<file path="src/rtl/pic_host_sequencer_pkg.sv">
// Shared types and constants for the 8259A host-side sequencer.
package pic_pkg;

  localparam int unsigned CNT_W = 4;

  typedef enum logic [3:0] {
    IDLE,
    W_ICW1,
    W_ICW2,
    W_ICW3,
    W_ICW4,
    W_OCW1,
    W_CMD,
    A_PULSE1,
    A_GAP,
    A_PULSE2,
    A_HOLD
  } state_t;

  typedef enum logic [1:0] {
    CMD_ILLEGAL = 2'b00,
    CMD_OCW1    = 2'b01,
    CMD_OCW2    = 2'b10,
    CMD_OCW3    = 2'b11
  } cmd_sel_t;

  typedef struct packed {
    logic icw1;
    logic icw24;
    logic ocw1;
    logic ocw2;
    logic ocw3;
  } strobe_t;

  // The timer expires when it reaches zero, so a span of N cycles loads N-1.
  function automatic logic [CNT_W-1:0] cnt_load(input int unsigned cycles);
    return CNT_W'(cycles - 1);
  endfunction

endpackage

</file>
<file path="src/rtl/pic_host_sequencer_inta_timer.sv">
// Down counter timing the INTA_n pulse and gap phases; saturates at zero.
module pic_inta_timer
  import pic_pkg::*;
(
  input  logic             i_clk,
  input  logic             i_rst,
  input  logic             i_load,
  input  logic [CNT_W-1:0] i_load_val,
  output logic             o_expired
);

  logic [CNT_W-1:0] r_cnt;

  always_ff @(posedge i_clk or posedge i_rst) begin
    if (i_rst) begin
      r_cnt <= '0;
    end else if (i_load) begin
      r_cnt <= i_load_val;
    end else if (r_cnt != '0) begin
      r_cnt <= r_cnt - CNT_W'(1);
    end
  end

  assign o_expired = (r_cnt == '0);

endmodule

</file>
<file path="src/rtl/pic_host_sequencer.sv">
// Arbitrates init programming, host OCW commands and the INTA_n vector fetch
// onto the single 8259A write/acknowledge path.
module pic_host_sequencer
  import pic_pkg::*;
#(
  parameter int unsigned PULSE_CYCLES = 2,
  parameter int unsigned GAP_CYCLES   = 1
) (
  input  logic       clk,
  input  logic       reset,
  input  logic       cfg_start,
  input  logic [7:0] cfg_icw1,
  input  logic [7:0] cfg_icw2,
  input  logic [7:0] cfg_icw3,
  input  logic [7:0] cfg_icw4,
  input  logic [7:0] cfg_ocw1,
  output logic       cfg_busy,
  output logic       cfg_done,
  output logic       initialized,
  input  logic       cmd_valid,
  output logic       cmd_ready,
  input  logic [1:0] cmd_sel,
  input  logic [7:0] cmd_data,
  output logic       cmd_err,
  output logic [7:0] internal_bus,
  output logic       ICW_1,
  output logic       ICW_2_4,
  output logic       OCW_1,
  output logic       OCW_2,
  output logic       OCW_3,
  input  logic       ack_enable,
  input  logic       INT,
  output logic       INTA_n,
  input  logic [7:0] pic_data,
  output logic       vec_valid,
  input  logic       vec_ready,
  output logic [7:0] vec_data
);

  state_t           r_state;
  state_t           w_next;
  strobe_t          r_strb;
  strobe_t          w_strb;
  logic [7:0]       r_bus;
  logic [7:0]       w_bus;
  logic             w_cmd_err;
  logic             w_ack_elig;
  logic             w_tmr_load;
  logic [CNT_W-1:0] w_tmr_val;
  logic             w_tmr_exp;
  logic             w_init_next;
  logic [1:0]       r_icw1_mode;
  logic [7:0]       r_icw2;
  logic [7:0]       r_icw3;
  logic [7:0]       r_icw4;
  logic [7:0]       r_ocw1;
  logic             r_inta_n;
  logic             r_busy;
  logic             r_done;
  logic             r_init;
  logic             r_cmd_err;
  logic             r_vec_valid;
  logic [7:0]       r_vec_data;

  pic_inta_timer u_timer (
    .i_clk      (clk),
    .i_rst      (reset),
    .i_load     (w_tmr_load),
    .i_load_val (w_tmr_val),
    .o_expired  (w_tmr_exp)
  );

  assign w_ack_elig = INT & ack_enable & r_init & ~r_vec_valid;
  assign cmd_ready  = (r_state == IDLE) & ~cfg_start & ~w_ack_elig & r_init;

  always_comb begin
    w_next     = r_state;
    w_tmr_load = 1'b0;
    w_tmr_val  = cnt_load(PULSE_CYCLES);
    case (r_state)
      IDLE: begin
        if (cfg_start) begin
          w_next = W_ICW1;
        end else if (w_ack_elig) begin
          w_next     = A_PULSE1;
          w_tmr_load = 1'b1;
        end else if (cmd_valid && r_init) begin
          w_next = W_CMD;
        end
      end
      W_ICW1: w_next = W_ICW2;
      // icw1[1]=SNGL skips ICW3, icw1[0]=IC4 requests ICW4.
      W_ICW2: w_next = !r_icw1_mode[1] ? W_ICW3 : (r_icw1_mode[0] ? W_ICW4 : W_OCW1);
      W_ICW3: w_next = r_icw1_mode[0] ? W_ICW4 : W_OCW1;
      W_ICW4: w_next = W_OCW1;
      W_OCW1: w_next = IDLE;
      W_CMD:  w_next = IDLE;
      A_PULSE1: begin
        if (w_tmr_exp) begin
          w_next     = A_GAP;
          w_tmr_load = 1'b1;
          w_tmr_val  = cnt_load(GAP_CYCLES);
        end
      end
      A_GAP: begin
        if (w_tmr_exp) begin
          w_next     = A_PULSE2;
          w_tmr_load = 1'b1;
        end
      end
      A_PULSE2: if (w_tmr_exp) w_next = A_HOLD;
      A_HOLD:   w_next = IDLE;
      default:  w_next = IDLE;
    endcase
  end

  // Outputs are registered from the next state so each strobe lines up with its state.
  always_comb begin
    w_strb      = '0;
    w_bus       = r_bus;
    w_cmd_err   = 1'b0;
    w_init_next = 1'b0;
    case (w_next)
      W_ICW1: begin w_strb.icw1  = 1'b1; w_bus = cfg_icw1; w_init_next = 1'b1; end
      W_ICW2: begin w_strb.icw24 = 1'b1; w_bus = r_icw2;   w_init_next = 1'b1; end
      W_ICW3: begin w_strb.icw24 = 1'b1; w_bus = r_icw3;   w_init_next = 1'b1; end
      W_ICW4: begin w_strb.icw24 = 1'b1; w_bus = r_icw4;   w_init_next = 1'b1; end
      W_OCW1: begin w_strb.ocw1  = 1'b1; w_bus = r_ocw1;   w_init_next = 1'b1; end
      W_CMD: begin
        w_bus = cmd_data;
        case (cmd_sel_t'(cmd_sel))
          CMD_OCW1:    w_strb.ocw1 = 1'b1;
          CMD_OCW2:    w_strb.ocw2 = 1'b1;
          CMD_OCW3:    w_strb.ocw3 = 1'b1;
          CMD_ILLEGAL: w_cmd_err   = 1'b1;
          default:     w_cmd_err   = 1'b1;
        endcase
      end
      default: ;
    endcase
  end

  always_ff @(posedge clk or posedge reset) begin
    if (reset) r_state <= IDLE;
    else       r_state <= w_next;
  end

  always_ff @(posedge clk or posedge reset) begin
    if (reset) begin
      r_strb      <= '0;
      r_bus       <= '0;
      r_cmd_err   <= 1'b0;
      r_inta_n    <= 1'b1;
      r_busy      <= 1'b0;
      r_done      <= 1'b0;
      r_init      <= 1'b0;
      r_icw1_mode <= '0;
      r_icw2      <= '0;
      r_icw3      <= '0;
      r_icw4      <= '0;
      r_ocw1      <= '0;
      r_vec_valid <= 1'b0;
      r_vec_data  <= '0;
    end else begin
      r_strb    <= w_strb;
      r_bus     <= w_bus;
      r_cmd_err <= w_cmd_err;
      r_inta_n  <= ~((w_next == A_PULSE1) || (w_next == A_PULSE2));
      r_busy    <= w_init_next;
      r_done    <= (r_state == W_OCW1);
      if (r_state == W_OCW1) r_init <= 1'b1;
      if ((r_state == IDLE) && cfg_start) begin
        r_icw1_mode <= cfg_icw1[1:0];
        r_icw2      <= cfg_icw2;
        r_icw3      <= cfg_icw3;
        r_icw4      <= cfg_icw4;
        r_ocw1      <= cfg_ocw1;
      end
      if ((r_state == A_PULSE2) && w_tmr_exp) begin
        r_vec_data  <= pic_data;
        r_vec_valid <= 1'b1;
      end else if (r_vec_valid && vec_ready) begin
        r_vec_valid <= 1'b0;
      end
    end
  end

  assign ICW_1        = r_strb.icw1;
  assign ICW_2_4      = r_strb.icw24;
  assign OCW_1        = r_strb.ocw1;
  assign OCW_2        = r_strb.ocw2;
  assign OCW_3        = r_strb.ocw3;
  assign internal_bus = r_bus;
  assign cmd_err      = r_cmd_err;
  assign INTA_n       = r_inta_n;
  assign cfg_busy     = r_busy;
  assign cfg_done     = r_done;
  assign initialized  = r_init;
  assign vec_valid    = r_vec_valid;
  assign vec_data     = r_vec_data;

endmodule

</file>
<file path="config.mk">
export PLATFORM = sky130hd
export DESIGN_NAME = pic_host_sequencer
export DESIGN_NICKNAME = d
export VERILOG_FILES = /design/src/rtl/pic_host_sequencer_pkg.sv /design/src/rtl/pic_host_sequencer_inta_timer.sv /design/src/rtl/pic_host_sequencer.sv
export SDC_FILE = /design/constraint.sdc
export NUM_CORES = 1
export LEC_CHECK = 0
export ABC_AREA = 1
export CAP_MARGIN = 20
export CORE_UTILIZATION = 40
export DETAILED_ROUTE_END_ITERATION = 12
export PLACE_DENSITY = 0.69
export SLEW_MARGIN = 20
export SYNTH_ARGS = -nofsm -noshare
export SYNTH_HDL_FRONTEND = slang
export SYNTH_HIERARCHICAL = 1
export SYNTH_SLANG_ARGS = --single-unit
</file>
<file path="constraint.sdc">
create_clock -name clk -period 2.5 [get_ports clk]
set_clock_uncertainty 0.2 [all_clocks]
set_input_delay 0.5 -clock clk [delete_from_list [all_inputs] [get_ports clk]]
set_output_delay 0.5 -clock clk [all_outputs]
set_load 0.01 [all_outputs]
</file>
# After elaboration in Yosys (flattened, before gate mapping)
# Index checks and enable logic that the tools add are counted.
[totals]
ff_bits = 69
out_inout_bits = 28
elab_cells = 95
[op_classes]
add_sub_neg = 1
eq_ne = 19
mux = 30
n_bitwise = 10
reduce_logical = 15
[op_table]
columns = ["operator", "count"]
rows = [
  ["8-bit one-hot mux with 6 select lines", 1],
  ["4-bit 2-to-1 mux", 9],
  ["4-bit one-hot mux with 8 select lines", 1],
  ["4-bit by 3-bit equality test with 1-bit output, second input constant", 7],
  ["4-bit by 2-bit equality test with 1-bit output, second input constant", 4],
  ["1-bit 2-to-1 mux", 16],
  ["4-bit equality test, second input constant", 3],
  ["4-bit by 1-bit equality test with 1-bit output, second input constant", 2],
  ["4-bit zero test", 2],
  ["1-bit AND", 6],
  ["6-bit nonzero test", 1],
  ["5-bit OR reduction", 1],
  ["2-bit equality test, second input constant", 2],
  ["1-bit logical AND", 4],
  ["1-bit inverter", 4],
  ["1-bit one-hot mux with 2 select lines", 2],
  ["2-bit nonzero test", 2],
  ["4-bit nonzero test", 1],
  ["4-bit by 1-bit subtractor with 4-bit output, second input constant", 1],
  ["3-bit OR reduction", 1],
  ["2-bit by 1-bit equality test with 1-bit output, second input constant", 1],
  ["2-bit zero test", 1],
  ["2-bit 2-to-1 mux", 1],
  ["2-bit OR reduction", 1],
  ["1-bit logical OR", 1],
]

# Logic depth before layout (Yosys ltp)
[logic_depth]
word_depth = 9
depth_mapped = 16
mapped_depth_nobuf = 16

# Cells and area by module
# The synthesis kept the hierarchy.
[modules_own_cells]
columns = ["module", "n_inst", "cells_each", "area_each_um2", "seq_area_each_um2"]
rows = [
  ["pic_host_sequencer", 1, 383, 3173.0, 1627.8],
  ["pic_inta_timer", 1, 38, 259.0, 100.1],
]

# Worst setup path before layout
# OpenSTA, ideal clock, no wires.
[synth_path]
path_kind = "register to register"
start = "register u_timer.r_cnt[0]"
end = "register r_bus[5] (netlist: internal_bus[5])"
setup_time_ps = 120
arrival_ps = 1915
path_slack_ps = 265
stages_incl_launch_ff = 16
period_less_slack_ps = 2235
cell_sequence = "dfrtp_1 -> inv_1 -> ha_1 -> nand2_2 -> inv_1 -> inv_1 -> nand3_1 -> nand2_1 -> inv_2 -> nand2_1 -> nor2_4 -> nand3_4 -> nand2_4 -> nand3_1 -> o21ai_1 -> nand2_1"
[synth_between]
elab_chain_cells = 5
[synth_lines]
columns = ["element", "line_no", "text"]
rows = [
  ["from (decl)", "pic_host_sequencer_inta_timer.sv:12", "logic [CNT_W-1:0] r_cnt;"],
  ["from (signal assigned)", "pic_host_sequencer_inta_timer.sv:18", "r_cnt <= i_load_val;"],
  ["from (signal assigned)", "pic_host_sequencer_inta_timer.sv:20", "r_cnt <= r_cnt - CNT_W'(1);"],
  ["4-bit zero test *", "pic_host_sequencer_inta_timer.sv:24", "assign o_expired = (r_cnt == '0);"],
  ["net w_tmr_exp", "pic_host_sequencer.sv:50", "logic w_tmr_exp;"],
  ["4-bit 2-to-1 mux, on equally long branches", "pic_host_sequencer.sv:111, pic_host_sequencer.sv:99, pic_host_sequencer.sv:106", ""],
  ["4-bit one-hot mux with 8 select lines *", "pic_host_sequencer.sv:80", "case (r_state)"],
  ["4-bit by 3-bit equality test with 1-bit output, or another cell as far along", "pic_host_sequencer.sv:123", "case (w_next)"],
  ["8-bit one-hot mux with 6 select lines / 6-bit nonzero test (equally long branches)", "n/a", ""],
  ["to (signal assigned)", "pic_host_sequencer.sv:166", "r_bus <= w_bus;"],
  ["to (decl)", "pic_host_sequencer.sv:44", "logic [7:0] r_bus;"],
]
# The timed path passes the listed nets; every way through them passes the cells marked *.
# A chain may end at the register's enable or synchronous reset.

# Final worst setup path
[layout_path]
start = "register u_timer.r_cnt[0]"
end = "register r_bus[3] (netlist: internal_bus[3])"
# Same word-level chain as after synthesis.

==> tab_implementation.tex <==
\begin{tabular}{lr}
\hline
Metric & Value \\
\hline
\multicolumn{2}{l}{\textbf{Critical path}} \\
Crit Path Class & reg -> reg \\
Cell with the biggest individual delay on the critical path & sky130\_fd\_sc\_hd\_\_dfrtp\_1 \\
Critical path fanouts, max & 12 \\
Cell chain of the critical path & inv\_2 -> ha\_4 -> nand2\_4 -> inv\_2 -> inv\_1 -> nand3\_1 -> nand2\_1 -> inv\_2 -> nand2\_1 -> nor2\_4 -> nand3\_4 -> buf\_8 -> buf\_4 -> nand3\_1 -> nand2\_1 \\
Worst Path Required & around 2.5 ns \\
Data arrival time of the critical path & 2.40 ns \\
Kind of launch point of the worst setup path & flop \\
Critical path capture point type & flop \\
Maximum cell stage delay along the critical path & 0.41 ns \\
\multicolumn{2}{l}{\textbf{Synth}} \\
Post-synthesis compound-gate area fraction & 0.04338 \\
Simple-Gate Fraction of Synth Area & 0.3602 \\
Post-Synthesis Cell Area & roughly 3400 sq um \\
Xor and xnor fraction of the mapped netlist area & 0.002552 \\
Mux cell area share after synthesis & 0.02625 \\
Mean post-synth cell area & 8.152 sq um \\
Synthesis Warnings & 6 \\
Yosys reg bits & 69 \\
Share of synthesized area occupied by flip-flops and latches & 0.5035 \\
Share of synthesized cell area in full adder, half adder and majority cells & 0.003646 \\
Dominant combinational cell family by area after synthesis & simple AND/OR/NAND/NOR gates \\
Synth Instances & 421 \\
Unique cell type count in the Yosys netlist & 32 \\
\multicolumn{2}{l}{\textbf{CTS}} \\
Clock sink total & 69 \\
CTS tree & built \\
Clock slew at the register clock pins of the worst setup and hold paths & 0.07 ns \\
CTS root buf & sky130\_fd\_sc\_hd\_\_clkbuf\_8 \\
Clock latency of the later-clocked register in the worst-skew pair & 0.33 ns \\
Number of buffers on the longest clock path & 2 \\
Cts bufs inserted & 9 \\
H-tree levels & 3 \\
\multicolumn{2}{l}{\textbf{Layout}} \\
Signed area change from the synthesized netlist to the final layout & 42.11\% \\
Fraction of layout cells with a size suffix above 1 & 0.1531 \\
Count of placed standard cells in the final layout, fillers left out & 647 \\
Most frequent standard cell in the layout excluding fill and tap cells & sky130\_fd\_sc\_hd\_\_nand2\_1 \\
Most used cells in the layout excluding fill and tap cells & sky130\_fd\_sc\_hd\_\_nand2\_1, sky130\_fd\_sc\_hd\_\_clkdlybuf4s50\_1, sky130\_fd\_sc\_hd\_\_dfrtp\_1, sky130\_fd\_sc\_hd\_\_nand3\_1, sky130\_fd\_sc\_hd\_\_inv\_1 \\
\# diodes & 0 \\
Final nets & 603 \\
Share of the core filled with cells & 0.5906 \\
\multicolumn{2}{l}{\textbf{Timing}} \\
Part of the cycle the worst path needs & 0.9505 \\
Total negative slack & 0 ns \\
Final max-slew violation count & 0 \\
Clock period minus worst slack & 2.376 ns \\
Worst path setup slack after routing & 0.1238 ns \\
Maximum operating frequency & 0.4208 GHz \\
Final Hold Slack & 0.2000 ns \\
Final-report setup violation count & 0 \\
Final hold violation count & 0 \\
\multicolumn{2}{l}{\textbf{Place}} \\
Count of input and output buffers & 92 \\
Last weighted congestion value of the routability-driven placer & 0.8388 \\
Cell count after placement & 628 \\
Worst Setup Slack post-DPL & -0.02024 ns \\
Detailed placer's ending HPWL & 6395 um \\
\multicolumn{2}{l}{\textbf{Pwr}} \\
Total internal power & 3.557 mW \\
IR drop worst, VDD & around 0.55 mV \\
Clk pwr share & 0.138 \\
Part of the power in combinational logic & 0.565 \\
Leakage component of the power & 2.389 nW \\
Sw Pwr & between 2 and 3 mW \\
Switching fraction of total power & 0.4375 \\
Cell Pwr Density & around 1300 nW/um\^{}2 \\
Fraction of power consumed by sequential logic & 0.298 \\
\multicolumn{2}{l}{\textbf{Floorplanning}} \\
Initial core utilization & 0.4156 \\
Total die area & 8955 sq um \\
Std cell rows & 33 \\
DIE WIDTH & about 95 um \\
Io pins & 93 \\
Core region area & 8258 sq um \\
Height of the chip & around 95 um \\
\multicolumn{2}{l}{\textbf{Drt}} \\
Met3 routed wirelength & between 400 and 500 um \\
Number of iterations in the first detailed-routing pass & 4 \\
Average detailed-routed wire length per instance & 13.29 um \\
Via total after detailed routing & 3127 \\
First-iteration detailed-routing DRC count & roughly 140 \\
Post-route DRC violation count & 0 \\
Average via count per standard cell & 4.833 \\
Sum of routed wire segments on met1 & roughly 3700 um \\
Routed Antenna Nets & 0 \\
Highest metal layer used by the detailed router & met4 \\
Total routed wirelength & $\sim$8600 um \\
Met2 wire length & 4324 um \\
\multicolumn{2}{l}{\textbf{GRT}} \\
GR Overflow Total & 0 \\
Largest net degree at the start of global routing & 66 \\
Vias in the first global route & 3020 \\
Antenna violations before repair & 0 \\
Global-route usage over all layers & 0.2068 \\
First-pass GRT wire length & between 10000 and 15000 um \\
\multicolumn{2}{l}{\textbf{Min path}} \\
Hold crit path type & in -> async \\
\multicolumn{2}{l}{\textbf{Status}} \\
Run status & finished, final reports clean \\
\multicolumn{2}{l}{\textbf{Job}} \\
Number of max-cap violations & 0 \\
\hline
\end{tabular}
stage by stage:
stage | instance area, sq um | total power [mW]
finish | 4877 | 6.324
floorplan | 3440 | 4.024
CTS | 4831 | 6.220
detailed placement | 4617 | 5.249
global route | 4877 | 6.868
global placement | 4617 | 5.163
kinds of logic after synthesis:
group	count (synthesis)
compound gates	24
simple gates	267
mux	8
other cells	1
fa+ha+maj	1
xor+xnor	1
buf+inv	50
flops	69
power groups by stage:
stage	clock [mW]	combinational [mW]	sequential, mW
CTS	0.889	3.45	1.88
detailed placement	0	3.36	1.89
global placement	0	3.28	1.88
floorplan	0	2.13	1.89
global route	0.931	4.00	1.93
finish	0.870	3.57	1.88
registers in the layout, indices dropped and copies added (netlist names):
register	count
ICW_1	1
ICW_2_4	1
INTA_n	1
OCW_1	1
OCW_2	1
OCW_3	1
cfg_busy	1
cfg_done	1
cmd_err	1
initialized	1
internal_bus	8
r_icw1_mode	2
r_icw2	8
r_icw3	8
r_icw4	8
r_ocw1	8
r_state	4
u_timer/r_cnt	4
vec_data	8
vec_valid	1
path summary, 6_finish.rpt:
check | cells after the start | slack (ns) | end | from
worst min register to register | 2 | 0.27 | r_icw2[0] | r_icw2[0]
worst max-delay path | 15 | 0.12 | internal_bus[3] | u_timer/r_cnt[0]
min in group clk | 2 | 0.27 | r_icw2[0] | r_icw2[0]
max in group asynchronous | 3 | 1.40 | INTA_n | reset
worst min-delay path | 2 | 0.20 | u_timer/r_cnt[2] | reset
worst max register to register | 15 | 0.12 | internal_bus[3] | u_timer/r_cnt[0]
critical path, delay by kind of cell, from the launching register on:
family / cells / cell delay, ns
buffers and inverters: 6 / 0.65
and+or+nand+nor: 8 / 0.86
DFF: 1 / 0.41
adders and majority gates: 1 / 0.16
cell usage after synthesis, drive strengths merged:
library cell	n	area, sq um
ha	1	12.51
a21oi	2	21.27
nand4	8	50.05
mux2	8	90.09
dfrtp	68	1702
clkbuf	5	18.77
nor2	22	153.9
nand3	55	312.8
buf	6	38.79
o21ai	15	75.07
nor3	6	41.29
dfstp	1	26.28
o211ai	4	30.03
xnor2	1	8.760
clkinv	1	3.750
nand2	176	678.2
a22oi	1	7.510
inv	38	142.6
o31ai	2	15.01
conb	1	3.750
repair_timing:
action / in CTS / in global routing
hold buffers: 0 / 0
gates resized for setup: 4 / 11
pin swaps: 2 / 2
gates cloned: 0 / 0
setup buffers: 3 / 0
endpoints found under the setup margin: 6 / 13
area by class of cell:
class                   instances  area [sq um]
clock buffers                  12         135.1
clock inverters                 4         48.80
fillers                       737          3381
inverters                      39         146.4
multi-input cells             304          1556
flip-flops and latches         69          1729
well taps                     105         131.4
repair buffers                114          1130
routing by layer:
metal	up-vias	track usage
li1	1578	-
met1	1461	0.2741
met2	76	0.3447
met3	12	0.03945
met4	0	0.05808
met5	-	0
Power figures use the tool's default switching activity.
